**src/rtl/fetch_stage_pkg.sv**
```systemverilog
// Shared types and constants for the instruction-fetch front end.
package fetch_stage_pkg;

  typedef enum logic [1:0] {
    IDLE = 2'd0,
    WAIT = 2'd1,
    DROP = 2'd2
  } fetch_state_t;

  localparam logic [31:0] NOP_INSTR        = 32'h0000_0000;
  localparam logic [31:0] DEFAULT_RESET_PC = 32'h0000_0000;

  // Branch targets are word addresses; the low two bits carry no meaning.
  function automatic logic [31:0] align_word(input logic [31:0] addr);
    return {addr[31:2], 2'b00};
  endfunction

endpackage

```
**src/rtl/fetch_stage_if.sv**
```systemverilog
// Request/ready handshake between the fetch stage and instruction memory.
interface fetch_stage_if;

  logic        imem_req;
  logic [31:0] imem_addr;
  logic        imem_ready;
  logic [31:0] imem_rdata;

  modport master (
    output imem_req,
    output imem_addr,
    input  imem_ready,
    input  imem_rdata
  );

  modport slave (
    input  imem_req,
    input  imem_addr,
    output imem_ready,
    output imem_rdata
  );

endinterface

```
**src/rtl/fetch_stage_fifo.sv**
```systemverilog
// Small prefetch FIFO holding {pc_plus4, instruction} pairs for decode.
module fetch_fifo #(
  parameter int DEPTH = 2,
  parameter int WIDTH = 64
) (
  input  logic                       clk,
  input  logic                       rst,
  input  logic                       push,
  input  logic                       pop,
  input  logic                       flush,
  input  logic [WIDTH-1:0]           din,
  output logic [WIDTH-1:0]           dout,
  output logic [$clog2(DEPTH):0]     count,
  output logic                       empty,
  output logic                       full
);

  localparam int PTR_W = $clog2(DEPTH);
  localparam int CNT_W = PTR_W + 1;
  localparam logic [CNT_W-1:0] DEPTH_CNT = CNT_W'(DEPTH);

  logic [WIDTH-1:0] mem [DEPTH];
  logic [PTR_W-1:0] wr_ptr;
  logic [PTR_W-1:0] rd_ptr;
  logic             do_push;
  logic             do_pop;

  assign empty   = (count == '0);
  assign full    = (count == DEPTH_CNT);
  assign do_push = push && (!full || pop);
  assign do_pop  = pop && !empty;
  assign dout    = mem[rd_ptr];

  // Storage needs no reset; the pointers decide which entries are live.
  always_ff @(posedge clk) begin
    if (do_push) begin
      mem[wr_ptr] <= din;
    end
  end

  // Pointer and occupancy bookkeeping; flush beats any push or pop.
  always_ff @(posedge clk) begin
    if (!rst || flush) begin
      wr_ptr <= '0;
      rd_ptr <= '0;
      count  <= '0;
    end else begin
      if (do_push) begin
        wr_ptr <= wr_ptr + PTR_W'(1);
      end
      if (do_pop) begin
        rd_ptr <= rd_ptr + PTR_W'(1);
      end
      if (do_push && !do_pop) begin
        count <= count + CNT_W'(1);
      end else if (do_pop && !do_push) begin
        count <= count - CNT_W'(1);
      end
    end
  end

endmodule

```
**src/rtl/fetch_stage.sv**
```systemverilog
// Instruction-fetch front end: PC sequencing, memory handshake, prefetch
// buffering and the decode-facing instruction/PC outputs.
module fetch_stage
  import fetch_stage_pkg::*;
#(
  parameter int          DEPTH    = 2,
  parameter logic [31:0] RESET_PC = DEFAULT_RESET_PC
) (
  input  logic          clk,
  input  logic          rst,
  input  logic          freeze,
  input  logic          branch_taken,
  input  logic [31:0]   branch_addr,
  fetch_stage_if.master imem,
  output logic          inst_valid,
  output logic [31:0]   Instraction,
  output logic [31:0]   PC
);

  localparam int CNT_W = $clog2(DEPTH) + 1;
  localparam logic [CNT_W-1:0] DEPTH_CNT = CNT_W'(DEPTH);

  fetch_state_t     state;
  fetch_state_t     next_state;
  logic [31:0]      fetch_pc;
  logic [31:0]      next_pc;
  logic [31:0]      req_addr;
  logic [31:0]      pc_plus4;
  logic             issue;
  logic             req;
  logic             fifo_push;
  logic             fifo_pop;
  logic [63:0]      fifo_dout;
  logic [CNT_W-1:0] fifo_count;
  logic             fifo_empty;
  logic             fifo_full;

  assign pc_plus4 = fetch_pc + 32'd4;

  fetch_fifo #(
    .DEPTH (DEPTH),
    .WIDTH (64)
  ) u_fifo (
    .clk   (clk),
    .rst   (rst),
    .push  (fifo_push),
    .pop   (fifo_pop),
    .flush (branch_taken),
    .din   ({pc_plus4, imem.imem_rdata}),
    .dout  (fifo_dout),
    .count (fifo_count),
    .empty (fifo_empty),
    .full  (fifo_full)
  );

  // State, PC and the latched request address (held through WAIT and DROP).
  always_ff @(posedge clk) begin
    if (!rst) begin
      state    <= IDLE;
      fetch_pc <= RESET_PC;
      req_addr <= RESET_PC;
    end else begin
      state    <= next_state;
      fetch_pc <= next_pc;
      if (issue) begin
        req_addr <= fetch_pc;
      end
    end
  end

  // Next-state logic; a branch redirects the PC from any state and wins over ready.
  always_comb begin
    next_state = state;
    next_pc    = fetch_pc;
    issue      = 1'b0;
    req        = 1'b0;
    fifo_push  = 1'b0;
    case (state)
      IDLE: begin
        if (branch_taken) begin
          next_pc = align_word(branch_addr);
        end else if (rst && (fifo_count < DEPTH_CNT)) begin
          req        = 1'b1;
          issue      = 1'b1;
          next_state = WAIT;
        end
      end
      WAIT: begin
        req = 1'b1;
        if (branch_taken) begin
          next_pc    = align_word(branch_addr);
          next_state = imem.imem_ready ? IDLE : DROP;
        end else if (imem.imem_ready) begin
          fifo_push  = 1'b1;
          next_pc    = pc_plus4;
          next_state = IDLE;
        end
      end
      DROP: begin
        req = 1'b1;
        if (branch_taken) begin
          next_pc = align_word(branch_addr);
        end
        // The stale response closes the transaction even if another branch lands with it.
        if (imem.imem_ready) begin
          next_state = IDLE;
        end
      end
      default: begin
        next_state = IDLE;
      end
    endcase
  end

  // Only one request is ever outstanding, so a push always finds a free slot.
  always_ff @(posedge clk) begin
    if (rst && fifo_push) begin
      assert (!fifo_full || fifo_pop);
    end
  end

  assign imem.imem_req  = req;
  assign imem.imem_addr = (state == IDLE) ? fetch_pc : req_addr;

  assign fifo_pop    = !fifo_empty && !freeze && !branch_taken;
  assign inst_valid  = !fifo_empty;
  assign Instraction = fifo_empty ? NOP_INSTR : fifo_dout[31:0];
  assign PC          = fifo_empty ? 32'h0 : fifo_dout[63:32];

endmodule

```
**src/flat_wrapper.sv**
```systemverilog
// flat-port wrapper written by rule: the top's interface ports become plain ports
module fetch_stage_flat import fetch_stage_pkg::*;
#(
  parameter int          DEPTH    = 2,
  parameter logic [31:0] RESET_PC = DEFAULT_RESET_PC
)
  (clk, rst, freeze, branch_taken, branch_addr, inst_valid, Instraction, PC, imem_imem_req, imem_imem_addr, imem_imem_ready, imem_imem_rdata);
  fetch_stage_if imem_i ();
  input  logic clk;
  input  logic rst;
  input  logic freeze;
  input  logic branch_taken;
  input  logic [31:0] branch_addr;
  output logic inst_valid;
  output logic [31:0] Instraction;
  output logic [31:0] PC;
  output wire logic [$bits(imem_i.imem_req)-1:0] imem_imem_req;
  output wire logic [$bits(imem_i.imem_addr)-1:0] imem_imem_addr;
  input wire logic [$bits(imem_i.imem_ready)-1:0] imem_imem_ready;
  input wire logic [$bits(imem_i.imem_rdata)-1:0] imem_imem_rdata;
  assign imem_imem_req = imem_i.imem_req;
  assign imem_imem_addr = imem_i.imem_addr;
  assign imem_i.imem_ready = imem_imem_ready;
  assign imem_i.imem_rdata = imem_imem_rdata;
  fetch_stage #(.DEPTH(DEPTH), .RESET_PC(RESET_PC)) u_core (.clk(clk), .rst(rst), .freeze(freeze), .branch_taken(branch_taken), .branch_addr(branch_addr), .imem(imem_i), .inst_valid(inst_valid), .Instraction(Instraction), .PC(PC));
endmodule
```
**config.mk**
```make
export PLATFORM = sky130hd
export DESIGN_NAME = fetch_stage_flat
export DESIGN_NICKNAME = d
export VERILOG_FILES = /design/src/rtl/fetch_stage_pkg.sv /design/src/rtl/fetch_stage_if.sv /design/src/rtl/fetch_stage_fifo.sv /design/src/rtl/fetch_stage.sv /design/src/flat_wrapper.sv
export SDC_FILE = /design/constraint.sdc
export NUM_CORES = 1
export LEC_CHECK = 0
export BUFFER_PORTS_ARGS = -buffer_cell sky130_fd_sc_hd__buf_2
export CORE_AREA = 2 2 128 130
export CTS_BUF_LIST = sky130_fd_sc_hd__clkbuf_4
export DETAILED_ROUTE_END_ITERATION = 10
export DIE_AREA = 0 0 130 132
export GPL_TIMING_DRIVEN = 1
export PLACE_DENSITY = 0.8
export SKIP_CTS_REPAIR_TIMING = 1
export SKIP_LAST_GASP = 1
export SYNTH_ARGS = -nofsm -noshare
export SYNTH_HDL_FRONTEND = slang
export SYNTH_SLANG_ARGS = --single-unit
```
**constraint.sdc**
```tcl
create_clock -name clk -period 6.5 [get_ports clk]
set_input_delay 1.3 -clock clk [delete_from_list [all_inputs] [get_ports clk]]
set_output_delay 1.3 -clock clk [all_outputs]
set_load 0.01 [all_outputs]
```
# ---- Word-level counts from Yosys, hierarchy flattened
# Memories as Yosys holds them, arrays and structs flattened. A register that Yosys moved wholly into a read port is not among the register bits.
# Cells that the tools add are included.
dict set report word_totals {
  wordCells 70
  memories 1
  register_bits 70
  ram_bits 128
  inputBits 69
}
# name depth word_bits read_ports rd_ports_with_merged_regs wr line
set memory_table {}
lappend memory_table {u_core.u_fifo.mem 2 64 1 1 1 fetch_stage_fifo.sv:22} ;# logic [WIDTH-1:0] mem [DEPTH];
dict set report classes {
  magnitude_cmp 1
  n_addsub 5
  n_eq_ne 7
  mux 26
  reduce_logical 24
}
# op count
set ops {}
lappend ops {{32-bit 2-to-1 mux} 6}
lappend ops {{32-bit case mux with 2 select lines} 1}
lappend ops {{32-bit by 3-bit adder with 32-bit output, second input constant} 1}
lappend ops {{2-bit 2-to-1 mux} 7}
lappend ops {{1-bit 2-to-1 mux} 10}
lappend ops {{1-bit logical AND} 7}
lappend ops {{1-bit logical NOT} 7}
lappend ops {{2-bit case mux with 3 select lines} 1}
lappend ops {{2-bit equality test, second input constant} 2}
lappend ops {{2-bit logical NOT} 2}
lappend ops {{2-bit by 1-bit != test with 1-bit output, second input constant} 2}
lappend ops {{2-bit nonzero test} 2}
lappend ops {{2-bit OR reduction} 2}
lappend ops {{3-bit != test, second input constant} 1}
lappend ops {{3-bit AND reduction} 1}
lappend ops {{1-bit adder, second input constant} 2}
lappend ops {{2-bit by 1-bit adder with 2-bit output, second input constant} 1}
lappend ops {{2-bit by 1-bit equality test with 1-bit output, second input constant} 1}
lappend ops {{1-bit logical OR} 2}
lappend ops {{2-bit < comparator, second input constant} 1}
lappend ops {{2-bit != test, second input constant} 1}
lappend ops {{1-bit case mux with 2 select lines} 1}
lappend ops {{2-bit AND reduction} 1}
lappend ops {{2-bit by 1-bit subtractor with 2-bit output, second input constant} 1}

# ---- Longest topological paths before layout
# Gate-level depths: netlist (run 1).
dict set report logic_depth {
  ltp_word 10
  ltp_mapped 11
}

# ---- Cells and area by module
# A second synthesis (run 1) with hierarchy kept.
dict set report hier_totals {
  cells_unflattened 811
  area_unflattened_um2 9166.3
}
# module seq_area_each_um2 n_inst area_per_inst_um2 cells_per_inst
set modules_own_cells {}
lappend modules_own_cells {fetch_fifo 3943.8 1 4854.7 226}
lappend modules_own_cells {fetch_stage 1241.2 1 4311.6 585}

# ---- Worst setup path before layout (run 1)
# Ideal clock, no wire load.
dict set report synth_path {
  path_kind {input to register}
  from {input port branch_taken}
  to {memory u_core.u_fifo.mem[0][0] (enable)}
  required_ns 6.010
  stages 4
  path_slack_ns 1.481
  setup_ns 0.490
  arrival_ns 4.530
  cell_sequence {buf_6 nor2b_1 o211a_1 nor2b_1}
}
dict set report synth_via {
  elab_chain_len 6
  elab_cells_between_ends 8
  cone_classes {mux (4); reduce/logical (4)}
}
# element line
set synth_rtl {}
lappend synth_rtl {{from (decl)} flat_wrapper.sv:12} ;# input logic branch_taken;
lappend synth_rtl {{1-bit logical NOT} fetch_stage.sv:125} ;# assign fifo_pop = !fifo_empty && !freeze && !branch_taken;
lappend synth_rtl {{1-bit logical AND} fetch_stage.sv:125}
lappend synth_rtl {{1-bit logical OR} fetch_stage_fifo.sv:30} ;# assign do_push = push && (!full || pop);
lappend synth_rtl {{1-bit logical AND (*)} fetch_stage_fifo.sv:30}
lappend synth_rtl {{named net u_core.u_fifo.do_push} fetch_stage_fifo.sv:25} ;# logic do_push;
lappend synth_rtl {{1-bit 2-to-1 mux (*)} fetch_stage_fifo.sv:36} ;# if (do_push) begin
lappend synth_rtl {{1-bit 2-to-1 mux (implied by the code) (*)} fetch_stage_fifo.sv:37} ;# mem[wr_ptr] <= din;
lappend synth_rtl {{to (decl)} fetch_stage_fifo.sv:22}
# The timed path passes the listed nets; every way through them passes the cells marked *.

# ---- Final worst setup path (run 1)
dict set report layout_path {
  from {input port rst}
  to {output port imem_imem_req}
}
dict set report layout_via {
  elab_chain_len 4
}
# element line
set layout_rtl {}
lappend layout_rtl {{from (decl)} flat_wrapper.sv:10} ;# input logic rst;
lappend layout_rtl {{1-bit logical AND} fetch_stage.sv:82} ;# end else if (rst && (fifo_count < DEPTH_CNT)) begin
lappend layout_rtl {{1-bit 2-to-1 mux} fetch_stage.sv:82}
lappend layout_rtl {{1-bit 2-to-1 mux} fetch_stage.sv:80} ;# if (branch_taken) begin
lappend layout_rtl {{1-bit case mux with 2 select lines} fetch_stage.sv:78} ;# case (state)
lappend layout_rtl {{to (decl)} flat_wrapper.sv:17} ;# output wire logic [$bits(imem_i.imem_req)-1:0] imem_imem_req;
# Every way passes these cells.

==> reports/results.tsv, run 1 <==
stage	metric	value	unit
floorplan	Core Rows	46	
placement	DP Area	9800	um^2
setup_path	Worst Path Arrival	2.52	ns
yosys	synth unique cells	69	
pwr	switch share	0.256	
cells_and_area	commonest non-fill, non-tap cell in the layout	buf_2	
setup_path	CP Buf/Inv Count	2	
global_route	largest net degree at the start of global routing	65	
min_path	worst hold path depth	2	
sta	Max Clock Freq	0.262	GHz
yosys	Synth Area per Inst	11.0	um^2
routing	DRT iter0 DRCs	523	
setup_path	largest stage delay on the critical path	0.38	ns
yosys	sequential area share after synthesis	0.560	
setup_path	Max FO, Critical Path	22	
setup_path	R2R depth	7	
pwr	P_leak	3.84	nW
cells_and_area	share of layout cells above drive strength 1	0.259	
cells_and_area	Layout Cells excl Fill	1174	
setup_path	WP data required	5.20	ns
clocking	CTS clk-pin slew, worst paths	0.15	ns
placement	hpwl dp	13.1	mm
pwr	Seq pwr share	0.633	
pwr	Clock Power Share	0.274	
sta	Max-slew headroom	0.219	
routing	DR DRC count	0	
yosys	post-synthesis async set-or-reset flop share	0	
pwr	Logic pwr share	0.094	
pwr	pwr dens	213	nW/um^2
sta	unrepaired setup endpoints after global routing	no	
clocking	TritonCTS clock tree	built	
pwr	sw power	0.547	mW
clocking	CTS max path bufs	2	
pwr	P_int	1.59	mW
floorplan	IO Pins	167	
run	MaxCap Viol Count	0	
sta	Clock Skews	0.0191	ns
outcome	status	finished, final reports clean	
sta	setup TNS	0	ns
cells_and_area	final core utilization	0.640	
yosys	Seq cells post-synth	191	
pwr	Max VDD drop	112	uV
clocking	number of buffers created by CTS	17	
floorplan	Initial Utilization	0.576	
clocking	CTS Sinks	191	
cells_and_area	final instance area	10100	um^2
setup_path	CP max stage cell	buf_2	
routing	total number of vias	6520	
global_route	first-pass GRT wire length	30.4	mm
sta	Tmin final	3.82	ns
placement	IO buf count	160	
yosys	YS warnings	0	
clocking	Worst-Skew Late Latency	0.57	ns
global_route	initial antenna violation count	1	
placement	Placer Congestion	0.860	
sta	Final Max Slew Viols	0	
setup_path	Worst Path Class, Setup	in -> out	
sta	Final setup violation count	0	
routing	wire per inst	16.7	um
routing	Routed Antenna Nets	0	
setup_path	Critical Path, Cell by Cell	buf_2 -> nand2b_1 -> nor2_1 -> and2_1 -> nor2_1 -> nor2_1 -> buf_2	
yosys	Synth Cell Area	9050	um^2
setup_path	most frequent CP cell	nor2_1	
sta	Tcrit/Tclk final	0.587	
min_path	Hold Crit Class	reg -> reg	
floorplan	Die Y-Extent	132	um
floorplan	die area	17200	um^2
routing	Via-to-Cell Ratio	5.55	
cells_and_area	Area Overhead vs Synth	11.1	%
routing	routed wire length	19.6	mm
sta	final hold violation count	0	
cells_and_area	nets	1021	
floorplan	Core ar.	15700	um^2
global_route	total gr overflow	0	
global_route	number of global-route vias before repair	6098	
cells_and_area	highest-count cells in the layout ignoring fill and taps	buf_2, edfxtp_1, nand2_1, nor2_1, dfxtp_1	
floorplan	Die W	130	um
placement	placed cells	1142	
setup_path	Critical Path End Type	primary output	
clocking	H-tree depth	4	
setup_path	crit start category	primary input	
setup_path	WP depth	7	
sta	Worst Tran Pin Value	1.17	ns
setup_path	Crit path max-delay family	simple AND/OR/NAND/NOR gates	
yosys	Post-synth EDFFs	124	
clocking	CTS root buffer	clkbuf_4	
routing	First-pass DRT Iterations	5	
yosys	Mapped Cells	825	
yosys	top_reg_cell synth	edfxtp_1	
global_route	total track usage	0.226	
-- worst register-to-register path, cell delays in order (launching register included) --
cell     delay, ns
dfxtp_1       0.41
inv_1         0.09
ha_1          0.20
buf_4         0.28
or3_2         0.89
or4_1         0.56
a21oi_1       0.16
o21a_1        0.13
-- state kept, by name (all words and copies together), names as in the netlist, named ones only --
signal	cells
u_core.fetch_pc	30
u_core.u_fifo.mem	124
u_core.u_fifo.count	2
u_core.req_addr	30
u_core.u_fifo.rd_ptr	1
u_core.u_fifo.wr_ptr	1
u_core.state	2
-- synthesized netlist by cell type (3+ instances only) --
| library cell | count | area, um^2 |
|---|---|---|
| a21boi_0 | 3 | 22.5 |
| a21oi_1 | 57 | 285 |
| a22o_1 | 3 | 26.3 |
| a22oi_1 | 3 | 22.5 |
| a31oi_1 | 5 | 31.3 |
| and2_1 | 3 | 18.8 |
| and3_1 | 6 | 37.5 |
| and4_1 | 4 | 35.0 |
| buf_1 | 3 | 11.3 |
| buf_2 | 5 | 25.0 |
| buf_4 | 7 | 52.6 |
| buf_6 | 11 | 124 |
| clkbuf_1 | 40 | 150 |
| dfxtp_1 | 67 | 1340 |
| edfxtp_1 | 124 | 3720 |
| ha_1 | 7 | 87.6 |
| inv_1 | 12 | 45.0 |
| mux2_2 | 31 | 349 |
| mux2i_1 | 63 | 631 |
| nand2_1 | 103 | 387 |
| nand2b_1 | 4 | 25.0 |
| nand3_1 | 12 | 60.1 |
| nand4_1 | 9 | 56.3 |
| nor2_1 | 104 | 390 |
| nor3_1 | 13 | 65.1 |
| nor4_1 | 4 | 25.0 |
| nor4_4 | 3 | 63.8 |
| o21a_1 | 6 | 45.0 |
| o21ai_0 | 22 | 110 |
| o22ai_1 | 6 | 37.5 |
| o31ai_1 | 3 | 22.5 |
| or3_1 | 6 | 37.5 |
| xnor2_1 | 17 | 149 |
| xor2_1 | 15 | 131 |
-- metrics by stage --
| step | setup WS, ns | hold WS [ns] | power, mW |
|---|---|---|---|
| floorplan | 1.48 | 0.434 | 1.52 |
| global placement | 2.67 | 0.439 | 1.57 |
| detailed placement | 2.71 | 0.444 | 1.58 |
| CTS | 2.67 | 0.463 | 2.15 |
| global route | 2.48 | 0.483 | 2.23 |
| finish | 2.68 | 0.463 | 2.14 |
-- area by class of cell --
type                       count  area, um^2
multi-input combinational    555        3550
tap                          216         270
antenna                        1        2.50
fill                        1280        5660
timing repair buffer         168         861
inverter                      12        45.0
clock inverter                13         116
sequential                   191        5070
clock buffer                  18         135
-- metal layers --
metal / track usage / vias up / wire, um
li1: - / 3159 / -
met1: 0.299 / 3100 / 8810
met2: 0.373 / 237 / 9260
met3: 0.0548 / 24 / 1270
met4: 0.0621 / 0 / 281
met5: 0 / - / 0
-- cell families after synthesis --
group	after synthesis	share of synthesized area
AOI/OAI and AO/OA	128	0.0853
xor gates and xnor gates	32	0.0310
adders and majority gates	7	0.00968
buffers and inverters	82	0.0510
DFF	191	0.560
muxes	94	0.108
other	1	0.000414
and+or+nand+nor	290	0.154
-- path summary, 6_finish.rpt --
kind	end	startpoint	slack, ns
setup reg to reg	u_core.fetch_pc[18]	u_core.state[0]	3.72
hold / removal	u_core.req_addr[22]	u_core.req_addr[22]	0.46
setup / recovery	imem_imem_req	rst	2.68
hold reg to reg	u_core.req_addr[22]	u_core.req_addr[22]	0.46
-- power groups by stage --
stage | clock network [mW] | registers (mW) | logic [mW]
6_report | 0.586 | 1.35 | 0.201
4_1_cts | 0.600 | 1.35 | 0.201
3_5_place_dp | 0 | 1.38 | 0.199
5_1_grt | 0.648 | 1.36 | 0.220
3_3_place_gp | 0 | 1.38 | 0.195
2_1_floorplan | 0 | 1.36 | 0.156
Note: power is estimated with default switching activity, not from simulation.
==> run 2, diff against run 1 <==
--- a/config.mk
+++ b/config.mk
@@ -5,13 +5,14 @@
 export SDC_FILE = /design/constraint.sdc
 export NUM_CORES = 1
 export LEC_CHECK = 0
+export ABC_AREA = 1
 export BUFFER_PORTS_ARGS = -buffer_cell sky130_fd_sc_hd__buf_2
-export CORE_AREA = 2 2 128 130
+export CORE_AREA = 2 2 127 129
 export CTS_BUF_LIST = sky130_fd_sc_hd__clkbuf_4
 export DETAILED_ROUTE_END_ITERATION = 10
-export DIE_AREA = 0 0 130 132
+export DIE_AREA = 0 0 129 131
 export GPL_TIMING_DRIVEN = 1
-export PLACE_DENSITY = 0.8
+export PLACE_DENSITY = 0.78
 export SKIP_CTS_REPAIR_TIMING = 1
 export SKIP_LAST_GASP = 1
 export SYNTH_ARGS = -nofsm -noshare
==> constraint.sdc (replaced) <==
create_clock -name clk -period 3.7 [get_ports clk]
set_input_delay 0.74 -clock clk [delete_from_list [all_inputs] [get_ports clk]]
set_output_delay 0.74 -clock clk [all_outputs]
set_load 0.01 [all_outputs]
==> run 2 against run 1 <==
  * Worst setup slack worse by 2.0 ns
  * Largest cell class unchanged
  * Hold slack worse by 0.10 ns
  * Clock-buffer cell count down 1
  * Cell area down 1.5%
  * First-iteration DRC count down 40%
==> reports/results.tsv, run 2 <==
stage	metric	value	unit
setup_path	largest stage delay on the critical path	0.41	ns
yosys	Synth Area per Inst	9.24	um^2
routing	Routed Antenna Nets	0	
global_route	number of global-route vias before repair	6154	
placement	placed cells	1274	
setup_path	crit start category	flop	
floorplan	die area	16900	um^2
setup_path	WP depth	6	
pwr	Power Total	3.89	mW
cells_and_area	leading registers by flop count	u_core.u_fifo.mem x124, u_core.fetch_pc x30, u_core.req_addr x30	
cells_and_area	share of layout cells above drive strength 1	0.233	
setup_path	setup slack, reg-to-reg	1.22	ns
cells_and_area	nets	1153	
pwr	P_leak	4.05	nW
setup_path	CP Buf/Inv Count	3	
floorplan	Core Rows	46	
yosys	Synth top area share	0.431	
yosys	YS warnings	0	
sta	unrepaired setup endpoints after global routing	no	
sta	Final Max Slew Viols	0	
cells_and_area	Layout Cells excl Fill	1306	
floorplan	Core ar.	15600	um^2
setup_path	Crit path max-delay family	buffers and inverters	
setup_path	WP data required	2.96	ns
setup_path	R2R depth	9	
yosys	Seq cells post-synth	191	
yosys	commonest cells in the netlist	nand2_1, a21oi_1, edfxtp_1, o21ai_0, dfxtp_1	
yosys	Mapped Cells	936	
setup_path	CP endpoint	imem_imem_addr[23]	
sta	Max-slew headroom	0.376	
routing	DRT iter0 DRCs	314	
pwr	Max VDD drop	202	uV
sta	Max Clock Freq	0.335	GHz
routing	DR DRC count	0	
global_route	total track usage	0.224	
cells_and_area	Area Overhead vs Synth	14.5	%
pwr	pwr dens	393	nW/um^2
yosys	top post-synthesis cells by area	edfxtp_1, dfxtp_1, nand2_1	
clocking	TritonCTS clock tree	built	
run	MaxCap Viol Count	0	
yosys	synth unique cells	37	
routing	routed wire length	18.8	mm
clocking	CTS clk-pin slew, worst paths	0.15	ns
setup_path	Setup crit start	u_core.state[1]	
setup_path	Critical Path End Type	primary output	
clocking	CTS max path bufs	2	
min_path	Hold Crit Class	in -> reg	
floorplan	IO Pins	167	
cells_and_area	largest register by flop count	u_core.u_fifo.mem	
placement	Placer Congestion	0.854	
floorplan	Initial Utilization	0.554	
routing	wire per inst	14.4	um
sta	Tmin final	2.98	ns
cells_and_area	# diodes	0	
sta	WHS	0.358	ns
sta	Tcrit/Tclk final	0.806	
sta	setup TNS	0	ns
yosys	Synth Cell Area	8650	um^2
sta	Clock Skews	0.0271	ns
placement	IO buf count	160	
yosys	cell taking the most area after synthesis	edfxtp_1	
setup_path	Worst Path Class, Setup	reg -> out	
yosys	post-synthesis async set-or-reset flop share	0	
clocking	CTS root buffer	clkbuf_4	
global_route	total gr overflow	0	
floorplan	Die W	129	um
setup_path	CP max stage cell	buf_4	
setup_path	reg2reg start	u_core.state[0]	
global_route	initial antenna violation count	0	
global_route	first-pass GRT wire length	29.4	mm
routing	total number of vias	6722	
sta	Final setup violation count	0	
sta	final hold violation count	0	
outcome	status	finished, final reports clean	
cells_and_area	commonest non-fill, non-tap cell in the layout	nand2_1	
clocking	Worst-Skew Late Latency	0.57	ns
sta	Worst Tran Pin Value	0.935	ns
clocking	number of buffers created by CTS	17	
placement	hpwl dp	12.9	mm
setup_path	Max FO, Critical Path	44	
routing	First-pass DRT Iterations	5	
global_route	largest net degree at the start of global routing	63	
floorplan	Die Y-Extent	131	um
setup_path	Worst Path Arrival	2.24	ns
setup_path	Critical Path, Cell by Cell	inv_1 -> ha_2 -> buf_4 -> nand2_1 -> o21ai_0 -> buf_2	
yosys	most frequent cell after synthesis	nand2_1	
cells_and_area	fill count	1307	
clocking	CTS Sinks	191	
yosys	Post-synth EDFFs	124	
setup_path	RR Endpoint	u_core.fetch_pc[23]	
cells_and_area	max reg flops	124	
clocking	H-tree depth	4	
yosys	sequential area share after synthesis	0.586	
yosys	top_reg_cell synth	edfxtp_1	
cells_and_area	highest-count cells in the layout ignoring fill and taps	nand2_1, buf_2, a21oi_1, edfxtp_1, o21ai_0	
routing	Via-to-Cell Ratio	5.15	
-- run 2: cell count changes after synthesis, moves of 8 or more --
| cell | change |
|---|---|
| a21oi_1 | +97 |
| buf_6 | -11 |
| inv_1 | +48 |
| mux2_2 | -31 |
| mux2i_1 | -63 |
| nand2_1 | +151 |
| nand2_2 | +8 |
| nor2_1 | -69 |
| nor3_1 | -13 |
| o21ai_0 | +73 |
| xnor2_1 | -13 |
| xor2_1 | -12 |
-- run 2: metrics by stage --
stage           util  area [um^2]  setup slack, ns
6_report       0.635         9900            0.718
5_1_grt        0.635         9900            0.502
4_1_cts        0.635         9900            0.693
3_5_place_dp   0.617         9630             1.21
3_3_place_gp   0.617         9630             1.21
2_1_floorplan      -         8660            0.424
-- run 2: worst min-delay path by stage --
stage                                    from                       end  slack (ns)  cells past startpoint
final                     imem_imem_rdata[26]  u_core.u_fifo.mem[1][26]        0.36                      1
after global placement     u_core.req_addr[6]        u_core.req_addr[6]        0.43                      2
after floorplan           u_core.req_addr[10]       u_core.req_addr[10]        0.42                      2
after global routing      imem_imem_rdata[26]  u_core.u_fifo.mem[1][26]        0.30                      1
after detailed placement   u_core.req_addr[8]        u_core.req_addr[8]        0.44                      2
after CTS                  imem_imem_rdata[2]   u_core.u_fifo.mem[1][2]        0.31                      1
-- run 2: layout make-up --
cell class                 instances  area (um^2)  share of cell area
sequential                       191         5070               0.512
inverter                          64          240              0.0243
timing repair buffer             173          898              0.0907
clock buffer                      17          128              0.0129
multi-input combinational        630         3150               0.318
clock inverter                    15          146              0.0148
tap                              216          270              0.0273
-- run 2: logic make-up (layout without fill, tap and decap cells) --
family | count (synthesis) | count (layout) | share of synthesized area
AO/OA/AOI/OAI | 259 | 259 | 0.152
XOR/XNOR | 15 | 15 | 0.0221
adder cells (fa/ha/maj) | 7 | 7 | 0.0101
buffers and inverters | 118 | 269 | 0.0543
flip-flops | 191 | 191 | 0.586
other | 1 | 4 | 0.000434
AND/OR/NAND/NOR | 345 | 345 | 0.176
-- run 2: per-layer routing --
layer / up-vias / GRT usage / share of wire
met5: - / 0 / 0
met4: 0 / 0.0710 / 0.016
met3: 26 / 0.0456 / 0.067
met2: 216 / 0.376 / 0.47
met1: 3069 / 0.296 / 0.45
li1: 3411 / - / -
-- run 2: where the power goes --
part | internal (mW) | switching (mW)
clock network | 0.380 | 0.713
registers | 2.34 | 0.0724
logic | 0.143 | 0.243
total | 2.86 | 1.03
